<file path="src/rtl/full_adder_if.sv">
// Operand/result bundle for full_adder: the master drives operands and
// consumes results, the slave (the adder) does the reverse.
interface full_adder_if #(
  parameter int unsigned WIDTH = 1
);
  logic             in_valid;
  logic [WIDTH-1:0] val1;
  logic [WIDTH-1:0] val2;
  logic             cin;
  logic [WIDTH-1:0] sum;
  logic             cout;
  logic             ovf;
  logic             out_valid;

  modport master (
    output in_valid, val1, val2, cin,
    input  sum, cout, ovf, out_valid
  );

  modport slave (
    input  in_valid, val1, val2, cin,
    output sum, cout, ovf, out_valid
  );
endinterface

</file>
<file path="src/rtl/full_adder.sv">
// Registered ripple-carry adder: sum/cout/ovf captured one cycle after a
// valid operand set; out_valid tracks in_valid with one cycle of delay.
module full_adder #(
  parameter int unsigned WIDTH = 1
) (
  input  logic         clk,
  input  logic         rst_n,
  full_adder_if.slave  bus
);

  logic [WIDTH-1:0] s;
  logic             carry;
  logic             c_msb;

  // carry is reused as the running ripple value; c_msb keeps the carry into the MSB
  always_comb begin
    s     = '0;
    carry = bus.cin;
    c_msb = bus.cin;
    for (int unsigned i = 0; i < WIDTH; i++) begin
      if (i == WIDTH - 1) c_msb = carry;
      s[i]  = bus.val1[i] ^ bus.val2[i] ^ carry;
      carry = (bus.val1[i] & bus.val2[i]) | (carry & (bus.val1[i] ^ bus.val2[i]));
    end
  end

  always_ff @(posedge clk or negedge rst_n) begin
    if (!rst_n) begin
      bus.sum       <= '0;
      bus.cout      <= 1'b0;
      bus.ovf       <= 1'b0;
      bus.out_valid <= 1'b0;
    end else begin
      bus.out_valid <= bus.in_valid;
      if (bus.in_valid) begin
        bus.sum  <= s;
        bus.cout <= carry;
        bus.ovf  <= c_msb ^ carry;
      end
    end
  end

endmodule

</file>
<file path="src/flat_wrapper.sv">
// flat-port wrapper written by rule: the top's interface ports become plain ports
module full_adder_flat 
#(
  parameter int unsigned WIDTH = 1
)
  (clk, rst_n, bus_in_valid, bus_val1, bus_val2, bus_cin, bus_sum, bus_cout, bus_ovf, bus_out_valid);
  full_adder_if #(.WIDTH(WIDTH)) bus_i ();
  input  logic clk;
  input  logic rst_n;
  input wire logic [$bits(bus_i.in_valid)-1:0] bus_in_valid;
  input wire logic [$bits(bus_i.val1)-1:0] bus_val1;
  input wire logic [$bits(bus_i.val2)-1:0] bus_val2;
  input wire logic [$bits(bus_i.cin)-1:0] bus_cin;
  output wire logic [$bits(bus_i.sum)-1:0] bus_sum;
  output wire logic [$bits(bus_i.cout)-1:0] bus_cout;
  output wire logic [$bits(bus_i.ovf)-1:0] bus_ovf;
  output wire logic [$bits(bus_i.out_valid)-1:0] bus_out_valid;
  assign bus_i.in_valid = bus_in_valid;
  assign bus_i.val1 = bus_val1;
  assign bus_i.val2 = bus_val2;
  assign bus_i.cin = bus_cin;
  assign bus_sum = bus_i.sum;
  assign bus_cout = bus_i.cout;
  assign bus_ovf = bus_i.ovf;
  assign bus_out_valid = bus_i.out_valid;
  full_adder #(.WIDTH(WIDTH)) u_core (.clk(clk), .rst_n(rst_n), .bus(bus_i));
endmodule
</file>
<file path="config.mk">
export PLATFORM = sky130hd
export DESIGN_NAME = full_adder_flat
export DESIGN_NICKNAME = d
export VERILOG_FILES = /design/src/rtl/full_adder_if.sv /design/src/rtl/full_adder.sv /design/src/flat_wrapper.sv
export SDC_FILE = /design/constraint.sdc
export NUM_CORES = 1
export LEC_CHECK = 0
export CORE_AREA = 2 2 39 41
export DETAILED_ROUTE_END_ITERATION = 7
export DIE_AREA = 0 0 41 43
export REMOVE_ABC_BUFFERS = 1
export SYNTH_ARGS = -nofsm -noshare
export SYNTH_HDL_FRONTEND = slang
export SYNTH_SLANG_ARGS = --single-unit
</file>
<file path="constraint.sdc">
create_clock -name clk -period 0.8 [get_ports clk]
set_input_delay 0.08 -clock clk [delete_from_list [all_inputs] [get_ports clk]]
set_output_delay 0.08 -clock clk [all_outputs]
set_load 0.01 [all_outputs]
</file>
==> flow_summary.yaml <==
setup_path:
  r2r_end: "u_core.bus.ovf"
  worstPathCellList: "buf_2"
  cp-end-kind: "output port"
  arrival_ns: 0.76
  worstPathRequired_ns: 0.72
  path_buf_inv: 1
  cpPeakStageDelay_ns: 0.38
  cp-start-kind: "register"
  reg2regPathDepth: 3
  critPathKind: "register to output port"
  critical-path-top-delay-family: "flip-flops"
  worst_path_max_delay_cell: "dfrtp_1"
  cp_max_fo: 2
  r2r_start: "u_core.bus.ovf"
  rrSetupSlack_ns: 0.04
synth:
  synthCells: 10
  synth_area_per_cell_um2: 16.0
  synth.distinct_cells: 6
  seq_area_frac_synth: 0.625
  ys_seq_elements: 4
  synth_area_um2: 160
  yosysWarnings: 0
floorplan:
  dieArea_um2: 1760
  initial_core_util: 0.116
  die_w_um: 41
  core.rowCount: 14
  core-area_um2: 1380
  die_h_um: 43
  ioPinCount: 10
cells_and_area:
  drive_above_1_share: 0.640
  instances_no_fill: 41
  nets: 34
  fin_area_um2: 285
  fill_cells: 149
  n_antenna_cell: 0
  syn_to_final_growth_pct: 78.1
sta:
  slew_viol_final: 0
  min_period_ns: 0.837
  post-route-period-util: 1.05
  max_freq_ghz: 1.20
  rsz0062_at_grt: "yes"
  tightestPinTransition_ns: 0.183
  fin_skew_ns: 0
  setup_ws_ns: -0.0365
  slew_headroom: 0.878
  hold_violations: 0
  finalSetupViolations: 3
  tns_ns: -0.0704
grt:
  grt_pass1_wl_um: 593
  grt_busiest_layer: "met4"
  met1_usage: 0.0557
  gr-total-overflow: 0
  use_met3: 0.0366
  grt_start_max_net_pins: 5
  grt_pass1_vias: 173
  grtUsageMet2: 0.0688
  grt_usage: 0.0586
  antenna_found_initial: 0
cts:
  cts_tree: "done"
  clk_pin_slew_ns: 0.04
  numCtsBuffers: 3
  clock_latency_ns: 0.24
  cts_max_level: 1
  cts_hold_buf: 0
  root_buffer: "clkbuf_4"
  cts_buffer_depth: 2
  clkSinkCount: 4
placed_design:
  dpl_cell_area_um2: 285
  hpwl_um: 324
  place_inst: 37
  globalplace.congestion: 0.669
  port_buffers: 9
worst_hold_path:
  min_path_type: "input port to async pin"
route:
  wl_per_cell_um: 10.2
  drt_wl_total_um: 420
  dr.pass1.iters: 1
  final_antenna_net_count: 0
  vias: 140
  viasPerCell: 3.41
  route.detailed.drc: 0
  drt_iter0_markers: 0
flow_run:
  max-cap-violations: 0
power_and_ir_drop:
  power.total_mw: 0.629
  p_per_area_nw_per_um2: 2200
  power.leakage_nw: 0.135
  ir_drop_mv: 0.479
run_status:
  violations: "setup timing"
  status: "finished with violations"
-- worst max path at each step --
stage / slack, ns / depth (start not counted) / end / startpoint
floorplan: -0.11 / 2 / u_core.bus.sum / bus_cin
global placement: -0.58 / 3 / u_core.bus.cout / bus_cin
detailed placement: -0.64 / 3 / u_core.bus.cout / bus_cin
CTS: -0.06 / 1 / bus_cout / u_core.bus.cout
global route: -0.07 / 1 / bus_cout / u_core.bus.cout
finish: -0.04 / 1 / bus_cout / u_core.bus.cout
-- metrics by stage --
step	hold slack [ns]	setup slack [ns]	util
final	0.0454	-0.0365	0.206
after global routing	0.0571	-0.0679	0.206
after CTS	0.0430	-0.0556	0.206
after detailed placement	0.294	-0.637	0.206
after global placement	0.283	-0.585	0.206
after floorplan	-0.216	-0.106	-
-- layout by cell type, fill, tap and decap left out, drive strengths merged --
cell	instances
a21oi	1
buf	10
clkdlybuf4s50	1
dlygate4sd2	1
clkbuf	3
xnor2	1
mux2	2
dfrtp	4
nor2	1
fa	1
-- synthesized netlist by cell type (all sizes together) --
master  instances  area share
a21oi           1       0.031
dfrtp           4        0.63
nor2            1       0.023
xnor2           1       0.055
mux2            2        0.14
fa              1        0.13
-- power breakdown --
group | internal, mW | switching [mW] | leakage (nW)
logic | 0.0763 | 0.0548 | 0.0746
clock network | 0.168 | 0.0878 | 0.0138
registers | 0.229 | 0.0120 | 0.0462
-- flip-flops by register name, summed over array words and instances (netlist names) --
name                  flops
u_core.bus.out_valid      1
u_core.bus.ovf            1
u_core.bus.sum            1
u_core.bus.cout           1
-- cell families (layout without fill, tap and decap cells) --
group           count (synthesis)  count (layout)  share of synthesized area
xor+xnor                        1               1                     0.0547
flops                           4               4                      0.625
compound gates                  1               1                     0.0312
simple gates                    1               1                     0.0234
mux                             2               2                      0.141
buf+inv                         0              15                          0
fa+ha+maj                       1               1                      0.125
-- layout make-up --
type	count	area [um^2]	share of cell area
Sequential cell	4	100	0.351
Multi-Input combinational cell	6	66.3	0.232
Tap cell	16	20.0	0.0702
Timing Repair Buffer	12	76.3	0.268
Clock buffer	3	22.5	0.0789
-- per-layer routing --
layer | up-vias | share of wire
li1 | 63 | -
met1 | 67 | 0.40
met2 | 10 | 0.43
met3 | 0 | 0.17
met4 | 0 | 0
met5 | - | 0
-- timing repair --
| action | 4_1_cts | 5_1_grt |
|---|---|---|
| cloned | 0 | 0 |
| pin swaps | 1 | 1 |
| resized for setup | 31 | 0 |
| setup buffers | 1 | 0 |
| setup endpoints to repair | 7 | 5 |
(Power assumes the default switching activity.)
